[config.mk]
export PLATFORM = sky130hd
export DESIGN_NAME = slow_tick_bcd_counter
export DESIGN_NICKNAME = d
export VERILOG_FILES = /design/src/rtl/slow_tick_bcd_counter.sv
export SDC_FILE = /design/constraint.sdc
export NUM_CORES = 1
export LEC_CHECK = 0
export CAP_MARGIN = 0
export CORE_MARGIN = 2
export CORE_UTILIZATION = 53
export DETAILED_ROUTE_END_ITERATION = 7
export GPL_ROUTABILITY_DRIVEN = 0
export PLACE_DENSITY = 0.95
export SLEW_MARGIN = 25
export SYNTH_ARGS = -nofsm -noshare
export SYNTH_HDL_FRONTEND = slang
export SYNTH_SLANG_ARGS = --single-unit
[constraint.sdc]
create_clock -name clk100Mhz -period 3.6 [get_ports clk100Mhz]
set_input_delay 0.9 -clock clk100Mhz [delete_from_list [all_inputs] [get_ports clk100Mhz]]
set_output_delay 0.9 -clock clk100Mhz [all_outputs]
set_load 0.05 [all_outputs]
[src/rtl/slow_tick_bcd_counter.sv]
// slow_tick_bcd_counter: synchronises the divider's slowClk into the
// clk100Mhz domain, turns each rising edge into a one-cycle tick and steps a
// DIGITS-digit BCD up/down counter. Supports parallel load with BCD
// validation, run/pause and single-step while paused.
module slow_tick_bcd_counter #(
  parameter int unsigned DIGITS      = 2,
  parameter int unsigned SYNC_STAGES = 2
) (
  input  logic                clk100Mhz,
  input  logic                resetn,
  input  logic                slowClk,
  input  logic                run,
  input  logic                up,
  input  logic                step,
  input  logic                load,
  input  logic [4*DIGITS-1:0] load_val,
  output logic [4*DIGITS-1:0] bcd_out,
  output logic                tick,
  output logic                wrap,
  output logic                load_err,
  output logic                running
);

  localparam int unsigned W         = 4 * DIGITS;
  localparam int unsigned PRIME_MAX = SYNC_STAGES + 1;
  localparam int unsigned PW        = $clog2(PRIME_MAX + 1);

  typedef enum logic {
    PAUSE = 1'b0,
    RUN   = 1'b1
  } state_t;

  state_t               state_q, state_d;
  logic [SYNC_STAGES-1:0] sync_q;
  logic                 edge_q;
  logic [PW-1:0]        prime_q;
  logic                 primed;
  logic                 rise;
  logic                 tick_int;
  logic                 adv;
  logic [W-1:0]         step_val;
  logic                 step_wrap;
  logic                 load_bad;

  // slowClk synchroniser chain (bit 0 samples the pin) plus previous-value register for edge detect
  always_ff @(posedge clk100Mhz) begin
    if (!resetn) begin
      sync_q <= '0;
      edge_q <= 1'b0;
    end else begin
      sync_q <= {sync_q[SYNC_STAGES-2:0], slowClk};
      edge_q <= sync_q[SYNC_STAGES-1];
    end
  end

  // prime counter: hold off ticks until the synchroniser has flushed post-reset data
  always_ff @(posedge clk100Mhz) begin
    if (!resetn) begin
      prime_q <= '0;
    end else if (!primed) begin
      prime_q <= prime_q + 1'b1;
    end
  end

  assign primed   = (prime_q == PW'(PRIME_MAX));
  assign rise     = sync_q[SYNC_STAGES-1] & ~edge_q;
  assign tick_int = rise & primed;

  // run/pause state register
  always_ff @(posedge clk100Mhz) begin
    if (!resetn) begin
      state_q <= PAUSE;
    end else begin
      state_q <= state_d;
    end
  end

  // next-state logic; adv is gated by the pre-edge state
  always_comb begin
    state_d = state_q;
    adv     = 1'b0;
    case (state_q)
      PAUSE: begin
        adv = step;
        if (run) state_d = RUN;
      end
      RUN: begin
        adv = tick_int;
        if (!run) state_d = PAUSE;
      end
      default: state_d = PAUSE;
    endcase
  end

  assign running = (state_q == RUN);

  // ripple BCD increment/decrement of the current count; carry/borrow out flags a wrap
  always_comb begin
    logic [3:0] d;
    logic       c;
    step_val = bcd_out;
    c        = 1'b1;
    for (int unsigned i = 0; i < DIGITS; i++) begin
      d = bcd_out[4*i +: 4];
      if (c) begin
        if (up) begin
          if (d >= 4'd9) begin
            d = 4'd0;
            c = 1'b1;
          end else begin
            d = d + 4'd1;
            c = 1'b0;
          end
        end else begin
          if (d == 4'd0) begin
            d = 4'd9;
            c = 1'b1;
          end else begin
            d = d - 4'd1;
            c = 1'b0;
          end
        end
      end
      step_val[4*i +: 4] = d;
    end
    step_wrap = c;
  end

  // flag a load value containing any non-BCD digit
  always_comb begin
    load_bad = 1'b0;
    for (int unsigned i = 0; i < DIGITS; i++) begin
      if (load_val[4*i +: 4] > 4'd9) load_bad = 1'b1;
    end
  end

  // count register and output pulses; load wins over adv and discards it
  always_ff @(posedge clk100Mhz) begin
    if (!resetn) begin
      bcd_out  <= '0;
      tick     <= 1'b0;
      wrap     <= 1'b0;
      load_err <= 1'b0;
    end else begin
      tick     <= tick_int;
      wrap     <= 1'b0;
      load_err <= 1'b0;
      if (load) begin
        if (load_bad) load_err <= 1'b1;
        else          bcd_out  <= load_val;
      end else if (adv) begin
        bcd_out <= step_val;
        wrap    <= step_wrap;
      end
    end
  end

endmodule
==> impl_metrics.ini <==
[detailed_routing]
firstDrtPassIters = 4
vias_per_cell = 6.219
routed_wirelength_um = 2808
num_vias = 1138
wl_per_cell_um = 15.34
drt_iter0_markers = 29
drt.antenna.violating_nets = 0
drc_errors = 0

[layout]
diodes = 0
fin_nets = 180
drive_above_1_share = 0.08974
fillerInstances = 163
instances_no_fill = 183
area_delta_synth_final_pct = 24.21
stdcell_area_mm2 = 0.001431

[clock_network]
cts_buffer_depth = 2
numCtsBuffers = 3
cts.sinks = 17
clock_latency_ns = 0.28
cts-root-buf = clkbuf_4
ctsHoldBuffers = 0
cts_resized = 0
clkSlewWorstSetupHoldPaths_ns = 0.11
htreeDepth = 1
post_cts_buffers = 0
cts_tree = done

[worst_setup_path]
cp_top_family = buffers and inverters
crit_cells = 1
worst_setup_path_start_kind = flip-flop
reg2reg_depth = 7
cp.required_ns = 2.70
crit_path_top_delay_cell = clkdlybuf4s50_1
cp-end-kind = output pin
path_cells = clkdlybuf4s50_1
path_class = reg -> out
rrSetupSlack_ns = 1.64
rr_endpoint = bcd_out[7]
r2r_start = bcd_out[0]
setup.worst_path.start = bcd_out[3]
timing.critical_path.slowest_cell_delay_ns = 0.89
cp_max_fo = 11
worstPathArrival_ns = 1.77
cp-endpoint = bcd_out[3]
crit_buf_inv = 1

[sta]
slew_viol_final = 0
tightest_slew_ns = 0.5164
setup_violations = 0
slew-limit-headroom = 0.6547
min_period_ns = 2.668
max_freq_mhz = 374.8
fin_crit_sh = 0.7412
tns_ns = 0
rsz0062_at_grt = false
final_hold_viol_count = 0
worst_slack_ns = 0.9317
fin_skew_ns = 0.007439

[grt]
grt_pass1_vias = 1029
grt_pass1_wl_um = 4574
grt_usage = 0.2300
antenna_found_initial = 0
grt-ovfl-total = 0
grt_max_degree = 15

[pwr]
total_power_mw = 0.5309
p_clk_frac = 0.189
p_sw_mw = 0.1968
p_per_area_mw_per_mm2 = 370.9
combPwrFrac = 0.380
leakagePower_nw = 0.5500
switching_share = 0.3706
ir_drop_mv = 0.4121
p_int_mw = 0.3342
p_seq_frac = 0.431

[synthesis]
synth_top_flop_cell = dfxtp_1
syn_inst = 133
synth_nets = 156
ys_seq_area_frac = 0.2953
ys_seq_elements = 17
netlist_area_mm2 = 0.001152
yosys_warnings = 0
syn_area_per_cell_um2 = 8.664
netlist-cell-type-count = 48
synth-edff-count = 0
async_reset_ff_frac = 0

[die]
ios = 27
fp.dieW_um = 50.63
die_y_um = 50.63
core_mm2 = 0.002002
rows = 16
start_util = 0.5756
dieArea_mm2 = 0.002563

[placed_design]
pre_cts_ws_ns = 0.8745
dp_cells = 179
placed_area_mm2 = 0.001404
dp_hpwl_um = 2109
portBuffers = 26

[outcome]
outcome = finished clean

[min_path]
holdPathStages = 1
hold_class = reg -> reg

[job]
max_cap_violations = 0
cells in the mapped netlist (2+ instances only):
| cell | number | area (um2) |
|---|---|---|
| o21ai_0 | 5 | 25.02 |
| or3b_4 | 2 | 22.52 |
| dfxtp_1 | 17 | 340.3 |
| buf_2 | 4 | 20.02 |
| ha_1 | 8 | 100.1 |
| a311o_1 | 3 | 30.03 |
| nand2b_1 | 2 | 12.51 |
| nand3_1 | 3 | 15.01 |
| o211a_1 | 2 | 20.02 |
| nand2_1 | 9 | 33.78 |
| inv_1 | 7 | 26.28 |
| buf_4 | 2 | 15.01 |
| a211oi_1 | 3 | 22.52 |
| a21oi_1 | 11 | 55.05 |
| and2_1 | 5 | 31.28 |
| nor2_1 | 11 | 41.29 |
| o211ai_1 | 6 | 45.04 |
| o221ai_1 | 2 | 17.52 |
| nand4b_1 | 2 | 17.52 |
cell families (layout without fill, tap and decap cells):
logic type | count (synthesis) | in the layout | synth area share
adder cells (fa/ha/maj) | 8 | 8 | 0.08687
AO/OA/AOI/OAI | 45 | 45 | 0.2997
flip-flops | 17 | 17 | 0.2953
AND/OR/NAND/NOR | 45 | 45 | 0.2324
XOR/XNOR | 1 | 1 | 0.007602
multiplexers | 1 | 1 | 0.008687
buffers and inverters | 16 | 39 | 0.06948
power by group through the flow:
stage	logic [mW]	registers [mW]	clock network [mW]
after detailed placement	0.200	0.232	0
after global placement	0.192	0.231	0
after CTS	0.201	0.228	0.102
after global routing	0.218	0.232	0.111
final	0.202	0.229	0.100
after floorplan	0.122	0.254	0
flip-flops by register name (all words and copies together), names as in the netlist:
register / cells
wrap: 1
tick: 1
prime_q: 2
bcd_out: 8
edge_q: 1
sync_q: 2
load_err: 1
running: 1
layout make-up:
cell class              instances  area [um2]  area share
multi-input cells             100       732.0      0.5114
flip-flops and latches         17       340.3      0.2378
clock buffers                   3       22.52     0.01573
inverters                       8       30.03     0.02098
repair buffers                 27       267.8      0.1871
well taps                      27       33.78     0.02360
clock inverters                 1       5.005    0.003497
layer usage:
metal | vias up | global-route usage | routed length [um] | part of all wire
met3 | 8 | 0.02976 | 143 | 0.051
li1 | 544 | - | - | -
met4 | 0 | 0.08559 | 85 | 0.030
met2 | 55 | 0.4123 | 1425 | 0.51
met1 | 531 | 0.2776 | 1154 | 0.41
met5 | - | 0 | 0 | 0
worst min path at each step:
stage | start | endpoint | slack [ns]
global placement | sync_q[0] | sync_q[1] | 0.42
finish | sync_q[0] | sync_q[1] | 0.45
CTS | sync_q[0] | sync_q[1] | 0.46
detailed placement | sync_q[0] | sync_q[1] | 0.43
global route | sync_q[0] | sync_q[1] | 0.47
floorplan | sync_q[0] | sync_q[1] | 0.41
metrics by stage:
| step | hold slack (ns) | util |
|---|---|---|
| 2_1_floorplan | 0.4119 | - |
| 3_3_place_gp | 0.4207 | 0.7013 |
| 3_5_place_dp | 0.4291 | 0.7013 |
| 4_1_cts | 0.4564 | 0.7150 |
| 5_1_grt | 0.4711 | 0.7150 |
| 6_report | 0.4545 | 0.7150 |
cell usage in the layout, fill, tap and decap left out, types with 5 or more instances in the layout:
master | netlist | routed
and2_1 | 5 | 5
nor2_1 | 11 | 11
o211ai_1 | 6 | 6
ha_1 | 8 | 8
dfxtp_1 | 17 | 17
o21ai_0 | 5 | 5
inv_1 | 7 | 7
clkdlybuf4s50_1 | 0 | 26
a21oi_1 | 11 | 11
nand2_1 | 9 | 9
Power figures use the tool's default switching activity.
